--- src/rtl/aes_dec_pkg.sv ---
// Shared constants, FSM state encoding and GF(2^8) helpers for the inverse-round datapath.
package aes_dec_pkg;

  localparam int STATE_W  = 128;
  localparam int COL_W    = 32;
  localparam int NUM_COLS = 4;

  typedef enum logic [1:0] {
    IDLE = 2'd0,
    MIX  = 2'd1,
    DONE = 2'd2
  } state_t;

  // Multiply by x modulo x^8 + x^4 + x^3 + x + 1 (0x11B).
  function automatic logic [7:0] xtime(input logic [7:0] b);
    return {b[6:0], 1'b0} ^ (b[7] ? 8'h1b : 8'h00);
  endfunction

endpackage

--- src/rtl/inv_round_serial_if.sv ---
// Upstream state/key handshake and downstream result handshake of the serial inverse round.
interface inv_round_serial_if;
  import aes_dec_pkg::*;

  // Each side is a valid/ready pair: a transfer happens on a rising edge where
  // both are high; a source holds its payload stable while valid waits on ready.
  logic               in_valid;
  logic               in_ready;
  logic [0:STATE_W-1] state_in;
  logic [0:STATE_W-1] rkey_in;
  logic               last_round;
  logic               out_valid;
  logic               out_ready;
  logic [0:STATE_W-1] state_out;

  modport master (
    output in_valid, state_in, rkey_in, last_round, out_ready,
    input  in_ready, out_valid, state_out
  );

  modport slave (
    input  in_valid, state_in, rkey_in, last_round, out_ready,
    output in_ready, out_valid, state_out
  );
endinterface

--- src/rtl/IMix_colrow.sv ---
// InvMixColumns on one 32-bit column; byte 0 is the most significant byte.
module IMix_colrow
  import aes_dec_pkg::*;
(
  input  logic [0:COL_W-1] col_in,
  output logic [0:COL_W-1] col_out
);

  logic [7:0] b [4];
  logic [7:0] m9 [4];
  logic [7:0] mb [4];
  logic [7:0] md [4];
  logic [7:0] me [4];

  always_comb begin
    for (int r = 0; r < 4; r++) begin
      logic [7:0] x2;
      logic [7:0] x4;
      logic [7:0] x8;
      b[r]  = col_in[8*r +: 8];
      x2    = xtime(b[r]);
      x4    = xtime(x2);
      x8    = xtime(x4);
      m9[r] = x8 ^ b[r];
      mb[r] = x8 ^ x2 ^ b[r];
      md[r] = x8 ^ x4 ^ b[r];
      me[r] = x8 ^ x4 ^ x2;
    end
  end

  // Rows are {0e,0b,0d,09} rotated right by the row index.
  assign col_out[0:7]   = me[0] ^ mb[1] ^ md[2] ^ m9[3];
  assign col_out[8:15]  = m9[0] ^ me[1] ^ mb[2] ^ md[3];
  assign col_out[16:23] = md[0] ^ m9[1] ^ me[2] ^ mb[3];
  assign col_out[24:31] = mb[0] ^ md[1] ^ m9[2] ^ me[3];

endmodule

--- src/rtl/inv_round_serial.sv ---
// AddRoundKey followed by column-serial InvMixColumns (skipped on the last round).
module inv_round_serial
  import aes_dec_pkg::*;
(
  input  logic                clk,
  input  logic                rst,
  inv_round_serial_if.slave   bus,
  output state_t              fsm_state
);

  state_t             fsm;
  logic [1:0]         col;
  logic [0:STATE_W-1] work;
  logic               in_ready_q;
  logic               out_valid_q;
  logic [0:COL_W-1]   mix_in;
  logic [0:COL_W-1]   mix_out;

  assign mix_in = work[{col, 5'b0} +: COL_W];

  IMix_colrow u_imix (
    .col_in  (mix_in),
    .col_out (mix_out)
  );

  always_ff @(posedge clk) begin
    if (rst) begin
      fsm         <= IDLE;
      col         <= 2'd0;
      work        <= '0;
      in_ready_q  <= 1'b1;
      out_valid_q <= 1'b0;
    end else begin
      case (fsm)
        IDLE: begin
          if (bus.in_valid) begin
            work       <= bus.state_in ^ bus.rkey_in;
            col        <= 2'd0;
            in_ready_q <= 1'b0;
            if (bus.last_round) begin
              fsm         <= DONE;
              out_valid_q <= 1'b1;
            end else begin
              fsm <= MIX;
            end
          end
        end
        MIX: begin
          work[{col, 5'b0} +: COL_W] <= mix_out;
          col <= col + 2'd1;
          if (col == 2'd3) begin
            fsm         <= DONE;
            out_valid_q <= 1'b1;
          end
        end
        DONE: begin
          // Returning through IDLE keeps a transfer and a new accept in separate cycles.
          if (bus.out_ready) begin
            fsm         <= IDLE;
            out_valid_q <= 1'b0;
            in_ready_q  <= 1'b1;
          end
        end
        default: begin
          fsm         <= IDLE;
          in_ready_q  <= 1'b1;
          out_valid_q <= 1'b0;
        end
      endcase
    end
  end

  assign bus.in_ready  = in_ready_q;
  assign bus.out_valid = out_valid_q;
  assign bus.state_out = work;
  assign fsm_state     = fsm;

endmodule

--- src/flat_wrapper.sv ---
// flat-port wrapper written by rule: the top's interface ports become plain ports
module inv_round_serial_flat import aes_dec_pkg::*;
  (clk, rst, fsm_state, bus_in_valid, bus_state_in, bus_rkey_in, bus_last_round, bus_out_ready, bus_in_ready, bus_out_valid, bus_state_out);
  inv_round_serial_if bus_i ();
  input  logic clk;
  input  logic rst;
  output state_t fsm_state;
  input wire logic [$bits(bus_i.in_valid)-1:0] bus_in_valid;
  input wire logic [$bits(bus_i.state_in)-1:0] bus_state_in;
  input wire logic [$bits(bus_i.rkey_in)-1:0] bus_rkey_in;
  input wire logic [$bits(bus_i.last_round)-1:0] bus_last_round;
  input wire logic [$bits(bus_i.out_ready)-1:0] bus_out_ready;
  output wire logic [$bits(bus_i.in_ready)-1:0] bus_in_ready;
  output wire logic [$bits(bus_i.out_valid)-1:0] bus_out_valid;
  output wire logic [$bits(bus_i.state_out)-1:0] bus_state_out;
  assign bus_i.in_valid = bus_in_valid;
  assign bus_i.state_in = bus_state_in;
  assign bus_i.rkey_in = bus_rkey_in;
  assign bus_i.last_round = bus_last_round;
  assign bus_i.out_ready = bus_out_ready;
  assign bus_in_ready = bus_i.in_ready;
  assign bus_out_valid = bus_i.out_valid;
  assign bus_state_out = bus_i.state_out;
  inv_round_serial u_core (.clk(clk), .rst(rst), .bus(bus_i), .fsm_state(fsm_state));
endmodule
--- config.mk ---
export PLATFORM = sky130hd
export DESIGN_NAME = inv_round_serial_flat
export DESIGN_NICKNAME = d
export VERILOG_FILES = /design/src/rtl/aes_dec_pkg.sv /design/src/rtl/inv_round_serial_if.sv /design/src/rtl/IMix_colrow.sv /design/src/rtl/inv_round_serial.sv /design/src/flat_wrapper.sv
export SDC_FILE = /design/constraint.sdc
export NUM_CORES = 1
export LEC_CHECK = 0
export CORE_AREA = 2 2 152 154
export CTS_CLUSTER_SIZE = 14
export DETAILED_ROUTE_END_ITERATION = 7
export DIE_AREA = 0 0 154 156
export GPL_TIMING_DRIVEN = 0
export HOLD_SLACK_MARGIN = 0.03
export PLACE_DENSITY = 0.82
export SLEW_MARGIN = 20
export SYNTH_ARGS = -nofsm -noshare
export SYNTH_HDL_FRONTEND = slang
export SYNTH_SLANG_ARGS = --single-unit
--- constraint.sdc ---
create_clock -name clk -period 4.3 [get_ports clk]
set_clock_uncertainty 0.2 [all_clocks]
set_input_delay 0.86 -clock clk [delete_from_list [all_inputs] [get_ports clk]]
set_output_delay 0.86 -clock clk [all_outputs]
set_load 0.1 [all_outputs]
# After elaboration in Yosys (flattened, before gate mapping)
# Index checks and enable logic that the tools add are counted.
# classes
addsub,2
n_reduce_logical,6
shift,3
n_bitwise,51
eq_ne,7
n_mux,30
# op_table
operator,n
$xor A8 B8 Y8,37
$pmux W128 S2,1
$shift A129 B9 Y128 const A,1
$shiftx A128 B8 Y129,1
$shiftx A129 B9 Y128,1
$bwmux W128,1
$mux W128,1
$xor A128 B128 Y128,1
$xor A8 B5 Y8,11
$mux W5,12
$mux W2,5
$neg A8 Y9,1
$not A7 Y8,1
$mux W1,6
$ne A2 B2 Y1 const B,3
$pmux W1 S3,2
$pmux W2 S3,1
$reduce_and A3 Y1,2
$eq A2 B2 Y1 const B,2
$pmux W2 S2,1
$reduce_and A4 Y1,1
$add A2 B1 Y2 const B,1
$eq A2 B1 Y1 const B,1
$logic_not A2 Y1,1
other kinds (4),4
# totals
word_cells,104
register_bits,134
output_inout_bits,132
input_bits,261

# Logic depth before layout (Yosys ltp)
# depth
depth_word,16
depth_mapped,11
depth_no_buf,7

# Modules after synthesis
# A second synthesis with hierarchy kept.
# unflattened
cells_unflattened,1031
hier_area_um2,10516.3
# modules_own_cells
module,cells_per_inst,area_each_um2,instances,seq_area_each_um2
inv_round_serial,827,8227.9,1,2682.6
IMix_colrow,204,2288.4,1,0.0

# Worst setup path before layout
# Ideal clock, no wire load.
# synth_timing
path_type,flip-flop to flip-flop
start,register u_core.work (netlist bit u_core.bus.state_out[32])
end,register u_core.work (netlist bit u_core.bus.state_out[12])
path_buffers,1
arrival_ps,3416
t_required_ps,3970
slack_ps,554
synth_period_minus_slack_ps,3746
path_stages_with_launch,9
setup_ps,130
path_cell_list,dfxtp_1 -> mux4_1 -> buf_2 -> xor3_1 -> xnor3_2 -> xnor2_2 -> xor3_2 -> a221oi_2 -> nor3_2
# synth_via
elab_chain_len,13
elab_cells_between_ends,64
classes_between,shift (2); mux (14); bitwise (48)
# synth_rtl
element,line_no,source
from (decl),inv_round_serial.sv:13,logic [0:STATE_W-1] work;
from (signal assigned),inv_round_serial.sv:37,work <= bus.state_in ^ bus.rkey_in;
"from (signal, indexed assignment)",inv_round_serial.sv:49,"work[{col, 5'b0} +: COL_W] <= mix_out;"
$shiftx A128 B8 Y129 *,inv_round_serial.sv:19,"assign mix_in = work[{col, 5'b0} +: COL_W];"
"$xor A8 B8 Y8, or another cell as far along",aes_dec_pkg.sv:16,"return {b[6:0], 1'b0} ^ (b[7] ? 8'h1b : 8'h00);"
"$xor A8 B5 Y8, or another cell as far along",aes_dec_pkg.sv:16,
$mux W5 or $xor A8 B5 Y8 (tied branches),aes_dec_pkg.sv:16,
$xor A8 B5 Y8,aes_dec_pkg.sv:16,
"$xor A8 B8 Y8, on equally long branches (2 in series)","IMix_colrow.sv:25, IMix_colrow.sv:26, IMix_colrow.sv:27",
"$xor A8 B8 Y8, on equally long branches (3 in series)",n/a,
$shiftx A129 B9 Y128 *,inv_round_serial.sv:49,
$bwmux W128 *,inv_round_serial.sv:49,
$pmux W128 S2 *,inv_round_serial.sv:34,case (fsm)
# Every way passes the cells marked *; elsewhere a longest branch is shown, timed or not.
# A chain may end at the register's enable or synchronous reset.

# Final worst setup path
# layout_timing
start,register u_core.col[1]
end,register u_core.work (netlist bit u_core.bus.state_out[75])
# layout_via
elab_chain_len,14
elab_cells_between_ends,67
classes_between,add/sub (1); shift (3); mux (14); bitwise (49)
# layout_rtl
element,line_no,source
from (decl),inv_round_serial.sv:12,logic [1:0] col;
from (signal assigned),inv_round_serial.sv:50,col <= col + 2'd1;
$not A7 Y8 (implied by the code) *,"inv_round_serial.sv:19, inv_round_serial.sv:49",
$shiftx A128 B8 Y129,inv_round_serial.sv:19,
"$xor A8 B8 Y8, or another cell as far along",aes_dec_pkg.sv:16,
"$xor A8 B5 Y8, or another cell as far along",aes_dec_pkg.sv:16,
$mux W5 or $xor A8 B5 Y8 (tied branches),aes_dec_pkg.sv:16,
$xor A8 B5 Y8,aes_dec_pkg.sv:16,
"$xor A8 B8 Y8, on equally long branches (2 in series)","IMix_colrow.sv:25, IMix_colrow.sv:26, IMix_colrow.sv:27",
"$xor A8 B8 Y8, on equally long branches (3 in series)",n/a,
$shiftx A129 B9 Y128,inv_round_serial.sv:49,
$bwmux W128 *,inv_round_serial.sv:49,
$pmux W128 S2 *,inv_round_serial.sv:34,
# Marks and branches as above.

==> impl_metrics.csv <==
group,metric,value,unit
worst_setup_path,worst_setup_path_startpoint,"u_core.col[1]",
die,core_area,22400,µm²
die,dieWidth,154,µm
worst_setup_path,worstPathCellList,"buf_4, buf_4, buf_2, mux4_2, xnor2_2, xnor3_1, xor2_1, xnor2_1, a221oi_1, nor3_1",
worst_setup_path,critPathSlowestCell,"sky130_fd_sc_hd__xnor2_1",
detailed_routing,drt_first_iter_violations,1631,
finish,fillers,1747,
timing,rsz_0062_raised_after_global_routing,"no",
worst_setup_path,critPathTopFamily,"XOR/XNOR gates",
finish,final_net_count,1660,
synthesis,synth.distinct_cells,44,
detailed_routing,drt_pre_antenna_iters,6,
cts,cts_htree_levels,4,
detailed_routing,drc_errors_left,0,
power,power_per_cell_area,778,nW/µm²
cts,clk_path_buf_depth,2,
power,max-vdd-ir-drop,0.000568,V
timing,finalSetupViolCount,0,
power,leakage,5.55,nW
place,finalWeightedCongestion,0.977,
finish,final_cell_mix,"sky130_fd_sc_hd__clkdlybuf4s50_1 (391), sky130_fd_sc_hd__nor2_1 (135), sky130_fd_sc_hd__dfxtp_1 (134)",
synthesis,synth.area.mux_share,7.49,%
synthesis,postSynthRegisterBits,134,
finish,syn_to_final_growth,49.0,%
synthesis,synthAdderAreaFrac,0.503,%
timing,fin_tns_setup,0,ns
die,num_rows,55,
cts,clock-sinks,134,
synthesis,postSynthNetCount,1250,
timing,worst_slew_margin_rel,25.1,%
finish,antennaDiodeCount,0,
synthesis,avgSynthCellArea,10.1,µm²
hold_path,min_to,"u_core.bus.in_ready",
finish,flip_flop_and_latch_area,2680,µm²
synthesis,post_synth_and_or_nand_nor_area_fraction,11.1,%
grt,grt_pass1_vias,10773,
cts,cts_setup_buffers,0,
timing,timing_worst_slew_pin_value,1.12,ns
synthesis,yosys_warnings,0,
worst_setup_path,worst-r2r-setup-slack,0.04,ns
die,design.die.area,24000,µm²
synthesis,yosys.area_share.xor_xnor,35.2,%
run_status,outcome,"finished, final reports clean",
die,floorplan.initialDensity,44.4,%
cts,cts_buffers,17,
timing,final-hold-violation-count,0,
detailed_routing,detailroute.via_count,10557,
cts,cts_tree,"yes",
die,design.portCount,393,
power,power.total,11.5,mW
synthesis,sequential_to_total_area_share_from_yosys_stat,27.0,%
place,port_buffers,391,
worst_setup_path,crit-reg2reg-capture,"u_core.bus.state_out[75]",
detailed_routing,post_detailed_route_wirelength_per_cell,26.4,µm
worst_setup_path,crit_buf_inv,3,
cts,path_clk_slew,0.06,ns
worst_setup_path,cp_max_fo,10,
cts,post_cts_resize_count,0,
detailed_routing,drtAntennaViolNets,0,
finish,multi_input_comb_area,6870,µm²
flow_run,max-cap-violations,0,
worst_setup_path,critPathRequiredTime,4.46,ns
synthesis,synthesis.area,9940,µm²
hold_path,timing.hold.worst.class,"reg2reg",
worst_setup_path,timing.critical_path.slowest_cell_delay,0.62,ns
timing,minimum_clock_period_after_layout,4.26,ns
finish,layout_commonest_cell,"sky130_fd_sc_hd__clkdlybuf4s50_1",
worst_setup_path,reg2reg_depth,10,
hold_path,whs_path_depth,2,
grt,number_of_antenna_violations_at_the_first_check_in_global_routing,0,
synthesis,synth_compound_gate_area_share,14.7,%
timing,min_period_over_period,99.0,%
timing,max_clock_freq,235,MHz
finish,final_layout_size_suffix_gt1_share,9.02,%
grt,globalRoute.totalOverflow,0,
cts,clock_latency,0.44,ns
synthesis,async_flop_share,0,%
worst_setup_path,crit-reg2reg-launch,"u_core.col[1]",
cts,cts_root_buf,"sky130_fd_sc_hd__clkbuf_16",
detailed_routing,routed_wirelength,44600,µm
detailed_routing,routed_via_density,6.24,
worst_setup_path,critical_path_at,4.41,ns
timing,drv_slew,0,
place,hpwl_after_detailed_placement,35300,µm
cts,total_of_hold_buffers_inserted_after_clock_tree_synthesis,0,
synthesis,synth_top_flop_cell,"sky130_fd_sc_hd__dfxtp_1",
hold_path,worst_hold_startpoint,"u_core.bus.in_ready",
grt,grt_pass1_wl,65600,µm
synthesis,synth-edff-count,0,
grt,grt_max_degree,17,
grt,grt_usage,36.6,%
worst_setup_path,worst_setup_path_end_kind,"flop",
synthesis,syn-instance-count,985,
timing,hold_ws,0.294,ns
worst_setup_path,crit_top_cell,"sky130_fd_sc_hd__buf_4",
worst_setup_path,cp-start-kind,"flop",
worst_setup_path,timing.setup.critical_path_class,"reg2reg",
die,die_h,156,µm
synthesis,synth_top_family_by_area,"XOR/XNOR gates",
## report_power, final
group	switching (mW)	leakage, nW	internal (mW)
Sequential	0.173	1.11	1.42
Combinational	5.34	4.15	3.07
Clock	0.629	0.287	0.882
Total	6.15	5.55	5.38
## kinds of logic after synthesis
group,after synthesis
flops,134
buf+inv,83
compound gates,182
xor+xnor,304
simple gates,244
fa+ha+maj,4
mux,34
## synthesized netlist by cell type (4+ instances only)
master	count	area [µm²]
sky130_fd_sc_hd__xnor3_2	5	119
sky130_fd_sc_hd__nand2_1	4	15.0
sky130_fd_sc_hd__nor3_1	83	415
sky130_fd_sc_hd__buf_2	5	25.0
sky130_fd_sc_hd__a221oi_2	8	120
sky130_fd_sc_hd__a221oi_1	80	701
sky130_fd_sc_hd__a21o_1	4	30.0
sky130_fd_sc_hd__a21oi_1	6	30.0
sky130_fd_sc_hd__o21ai_1	10	50.1
sky130_fd_sc_hd__xnor2_4	4	110
sky130_fd_sc_hd__o21ai_0	30	150
sky130_fd_sc_hd__nor3_2	8	80.1
sky130_fd_sc_hd__xnor2_1	123	1080
sky130_fd_sc_hd__mux4_2	31	698
sky130_fd_sc_hd__clkbuf_1	62	233
sky130_fd_sc_hd__buf_4	4	30.0
sky130_fd_sc_hd__xor2_1	113	990
sky130_fd_sc_hd__o221ai_1	40	350
sky130_fd_sc_hd__xnor2_2	14	228
sky130_fd_sc_hd__ha_1	4	50.1
sky130_fd_sc_hd__xor2_2	8	130
sky130_fd_sc_hd__xnor3_1	32	721
sky130_fd_sc_hd__nor2_1	135	507
sky130_fd_sc_hd__dfxtp_1	134	2680
sky130_fd_sc_hd__buf_6	4	45.0
## how the worst max path moves through the flow
stage,cells after the start,end
floorplan,8,u_core.bus.state_out[12]
global placement,11,u_core.bus.state_out[41]
detailed placement,11,u_core.bus.state_out[9]
CTS,11,u_core.bus.state_out[9]
global route,10,u_core.bus.state_out[74]
finish,10,u_core.bus.state_out[75]
## registers in the layout, summed over array words and instances, names as in the netlist
name	count
u_core.bus.state_out	128
u_core.bus.out_valid	1
u_core.col	2
u_core.bus.in_ready	1
u_core.fsm_state	2
## layer usage
| metal | routed length (µm) | track usage, % |
|---|---|---|
| met1 | 15700 | 44.0 |
| met2 | 21400 | 60.6 |
| met3 | 4970 | 8.72 |
| met4 | 2580 | 20.6 |
| met5 | 0 | 0 |
## final cells by class
type / instances / share of cell area, %
timing repair buffer: 391 / 26.4
buffer: 80 / 2.59
clock buffer: 20 / 3.02
sequential: 134 / 18.1
multi-input combinational: 768 / 46.4
inverter: 3 / 0.0760
tap: 285 / 2.41
clock inverter: 12 / 0.980
## worst min-delay path, cell delays in order, from the launching register on
cell                       delay, ns
sky130_fd_sc_hd__dfxtp_1        0.33
sky130_fd_sc_hd__o22ai_1        0.07
sky130_fd_sc_hd__nand2b_1       0.06
## stage by stage
| step | setup slack [ns] | std cells | utilization (%) | area, µm² |
|---|---|---|---|---|
| floorplan | 0.554 | 985 | - | 9940 |
| global placement | 0.202 | 1661 | 63.5 | 14200 |
| detailed placement | 0.130 | 1661 | 63.5 | 14200 |
| CTS | 0.0848 | 1693 | 66.2 | 14800 |
| global route | 0.00893 | 1693 | 66.2 | 14800 |
| finish | 0.0448 | 1693 | 66.2 | 14800 |
Note: power is estimated with default switching activity, not from simulation.
==> RTL change 1: new RTL, config.mk and constraints unchanged <==
Change the package constant `STATE_W` from 128 to 120.
--- a/src/rtl/aes_dec_pkg.sv
+++ b/src/rtl/aes_dec_pkg.sv
@@ -1,7 +1,7 @@
 // Shared constants, FSM state encoding and GF(2^8) helpers for the inverse-round datapath.
 package aes_dec_pkg;
 
-  localparam int STATE_W  = 128;
+  localparam int STATE_W  = 120;
   localparam int COL_W    = 32;
   localparam int NUM_COLS = 4;
 
Ports: changed (resized bus_rkey_in, bus_state_in and bus_state_out); port bits go from 393 to 369. The function was not compared with the original's and may differ.
==> RTL change 1 against the original RTL <==
  * Sequential cell count fell by 8
  * Count of clock-buffer cells in the layout rose by 5
  * Worst setup slack improved by 0.015 ns
  * Routed wire length fell by 5.9%
  * Final cell count fell by 3.2%
  * Synthesized area fell by 6.5%
  * Synthesized cell count fell by 3.0%
  * Power fell by 4.3%
  * Design area fell by 5.2%
  * Largest cell class unchanged
==> RTL change 1: results (changes against the original RTL) <==
Syn Nets 1,204 (was 1,250); first-iteration detailed-routing DRC count 1,223 (was 1,631); WL final 42,000 um (was 44,600 um); share of cells above drive strength 1 7.91% (was 9.02%); post-cts resize count 4 (was 0); P_leak 5.22 nW (was 5.55 nW); period utilization 98.6% (was 99.0%); worst stage delay on the critical path 0.55 ns (was 0.62 ns); Data arrival, critical path 4.33 ns (was 4.41 ns); Post-synth top cells xor2_1, dfxtp_1, nor2_1 (was nor2_1, dfxtp_1, xnor2_1); Crit-path slowest cell xnor3_2 (was xnor2_1); filler cell count 1,878 (was 1,747); crit path max fanout 10 (unchanged); Setup crit start u_core.col[0] (was u_core.col[1]); sequential area share after synthesis 27.1% (was 27.0%); count of yosys warnings during synthesis 0 (unchanged); worst slew pin tran 1.15 ns (was 1.12 ns); status finished clean (unchanged); M1 wire length 14,600 um (was 15,700 um); Pre-antenna DRT Iters 6 (unchanged); reg2reg path depth 11 (was 10); vias in the first global route 9,826 (was 10,800); gpl congestion 0.977 (about the same); All-Layer GR Usage 33.8% (was 36.6%); max FFs per register 120 (was 128); DR WL met2 20,400 um (was 21,400 um); worst vdd ir 0.511 mV (was 0.568 mV); hold path cells 2 (unchanged); Post-CTS Setup Inserts 0 (unchanged); wire length on met3 5270 um (was 4970 um); Largest delay share family, worst path XOR/XNOR gates (unchanged); vias 9,991 (was 10,600); reg2reg setup slack ~0.06 ns; Area after DPL 13,300 um2 (was 14,200 um2); top post-synthesis cells by area dfxtp_1, xor2_1, xnor2_1 (was dfxtp_1, xnor2_1, xor2_1); post-DP HPWL 32,400 um (was 35,300 um); pre-CTS setup slack -0.0867 ns (was 0.130 ns); Clk pin slew, worst setup/hold paths 0.06 ns (about the same); fin nets 1,590 (was 1,660); Reg2Reg Capture Point u_core.bus.state_out[92] (was u_core.bus.state_out[75]); port bufs 367 (was 391); H-Tree Depth 4 (unchanged); Cell variety after synth 49 (was 44); first-pass GRT wire length 60,200 um (was 65,600 um)
RTL change 1: how the worst min path moves through the flow:
stage / to / slack (ns)
floorplan: u_core.fsm_state[0] / 0.58
global placement: u_core.bus.in_ready / 0.28
detailed placement: u_core.bus.in_ready / 0.27
CTS: u_core.bus.in_ready / 0.29
global route: u_core.bus.state_out[66] / 0.33
finish: u_core.bus.in_ready / 0.30
RTL change 1: layout make-up:
class / count / area [um2] / area share (%)
Inverter: 3 / 11.3 / 0.0802
Sequential cell: 126 / 2520 / 18.0
Clock inverter: 6 / 82.6 / 0.588
Timing Repair Buffer: 367 / 3670 / 26.2
Clock buffer: 25 / 495 / 3.53
Multi-Input combinational cell: 745 / 6530 / 46.5
Buffer: 81 / 374 / 2.66
Tap cell: 285 / 357 / 2.54
RTL change 1: logic make-up (layout without fill, tap and decap cells):
logic type,after synthesis,in the layout,synth area share (%)
xor gates and xnor gates,297,297,33.9
and+or+nand+nor,253,253,12.2
AOI/OAI and AO/OA,157,157,14.8
DFF,126,126,27.1
buffers and inverters,84,482,4.08
muxes,34,34,7.36
adders and majority gates,4,4,0.538
RTL change 1: power breakdown:
part           leakage (nW)  internal, mW  switching [mW]
registers              1.04          1.34           0.157
logic                  3.90          3.01            5.07
clock network         0.283         0.908           0.549
RTL change 1: metal layers:
layer / up-vias / track usage (%)
li1: 4248 / -
met1: 4676 / 40.3
met2: 903 / 58.1
met3: 164 / 8.19
met4: 0 / 14.2
met5: - / 0
RTL change 1: per-stage QoR:
step | std cells | total power, mW
finish | 1638 | 11.0
global route | 1638 | 11.3
CTS | 1638 | 10.6
detailed placement | 1607 | 9.02
global placement | 1607 | 9.00
floorplan | 955 | 6.94
==> RTL change 2: new RTL, config.mk and constraints unchanged <==
Without the edit above. Reset style: asynchronous (`rst`), changed in one clocked block.
--- a/src/rtl/inv_round_serial.sv
+++ b/src/rtl/inv_round_serial.sv
@@ -23,7 +23,7 @@
     .col_out (mix_out)
   );
 
-  always_ff @(posedge clk) begin
+  always_ff @(posedge clk or posedge rst) begin
     if (rst) begin
       fsm         <= IDLE;
       col         <= 2'd0;
Formal check against the unedited RTL: not equivalent (a bounded check fails within 4 cycles, from zero or initial values and one cycle with rst high; the reset may be asserted at any time).
==> RTL change 2 against the original RTL <==
  * Synthesized area up 2.2%
  * Count of clock-buffer cells in the layout is the same
  * Worst setup slack better by 0.11 ns
  * Die area did not move
  * Sequential cell count stayed put
  * Design area increased by 2.3%
  * Routed wire length is 4.2% lower
  * Critical endpoint is now u_core.bus.state_out[17]
  * Highest routed layer is now met5
Power is left out: the tool's default activity adds up to more than one toggle a clock period on the data nets, which glitch-free logic cannot reach.
==> RTL change 2: results (changes against the original RTL) <==
Syn Nets 1,193 (was 1,250); port bufs 392 (was 391); pre-CTS setup slack 0.204 ns (was 0.130 ns); beginning of the worst hold path u_core.bus.state_out[55] (was u_core.bus.in_ready); Via-to-Cell Ratio 6.10 (was 6.24); top layer reached by signal wires met5 (was met4); f_max 241 MHz (was 235 MHz); first-iteration detailed-routing DRC count 987 (was 1,631); post-DP HPWL 33,300 um (was 35,300 um); Crit-path slowest cell xnor3_1 (was xnor2_1); predominant post-synthesis flop cell dfrtp_1 (was dfxtp_1); sequential area share after synthesis 33.0% (was 27.0%); wire length on met3 4440 um (was 4970 um); gpl congestion 0.960 (was 0.977); first-pass GRT wire length 62,100 um (was 65,600 um); Async SR Flop Fraction 100% (was 0%); Layout Cells excl Fill 1,640 (was 1,693); Pre-antenna DRT Iters 5 (was 6); share of cells above drive strength 1 7.90% (was 9.02%); All-Layer GR Usage 35.0% (was 36.6%); reg-to-reg startpoint u_core.col[0] (was u_core.col[1]); hold path cells 1 (was 2); mux contribution to synthesized area 7.35% (was 7.49%); Min Hold Slack 0.304 ns (was 0.294 ns); status finished clean (unchanged); Hold Path End u_core.bus.state_out[55] (was u_core.bus.in_ready); reg2reg setup slack 0.15 ns (was 0.04 ns); WL final 42,700 um (was 44,600 um)
==> RTL change 2: cell types whose count changed after synthesis, sizes merged, moves of 32 or more <==
cell,unedited run,this run
a221oi,88,0
xor2,123,91
a21oi,6,66
xnor2,141,204
nor3,91,2
nor2,135,66
dfxtp,134,0
o21a,0,69
dfrtp,0,133
a22oi,1,60
o21ai,40,2
==> RTL change 2: repair_timing <==
| item | in CTS | in global routing |
|---|---|---|
| gates resized for setup | 0 | 2 |
| hold buffers | 0 | 0 |
| setup endpoints to repair | 0 | 12 |
==> RTL change 2: area by class of cell <==
class,count,area (um2),area share (%)
repair buffers,396,4000,26.4
multi-input cells,713,6460,42.6
plain buffers,77,357,2.35
flip-flops and latches,134,3350,22.1
clock buffers,20,457,3.01
well taps,285,357,2.35
clock inverters,11,150,0.991
inverters,4,18.8,0.124
==> RTL change 2: cells by family after synthesis <==
logic type | count (synthesis)
xor+xnor | 322
compound gates | 268
flops | 134
simple gates | 87
buf+inv | 81
mux | 32
fa+ha+maj | 4
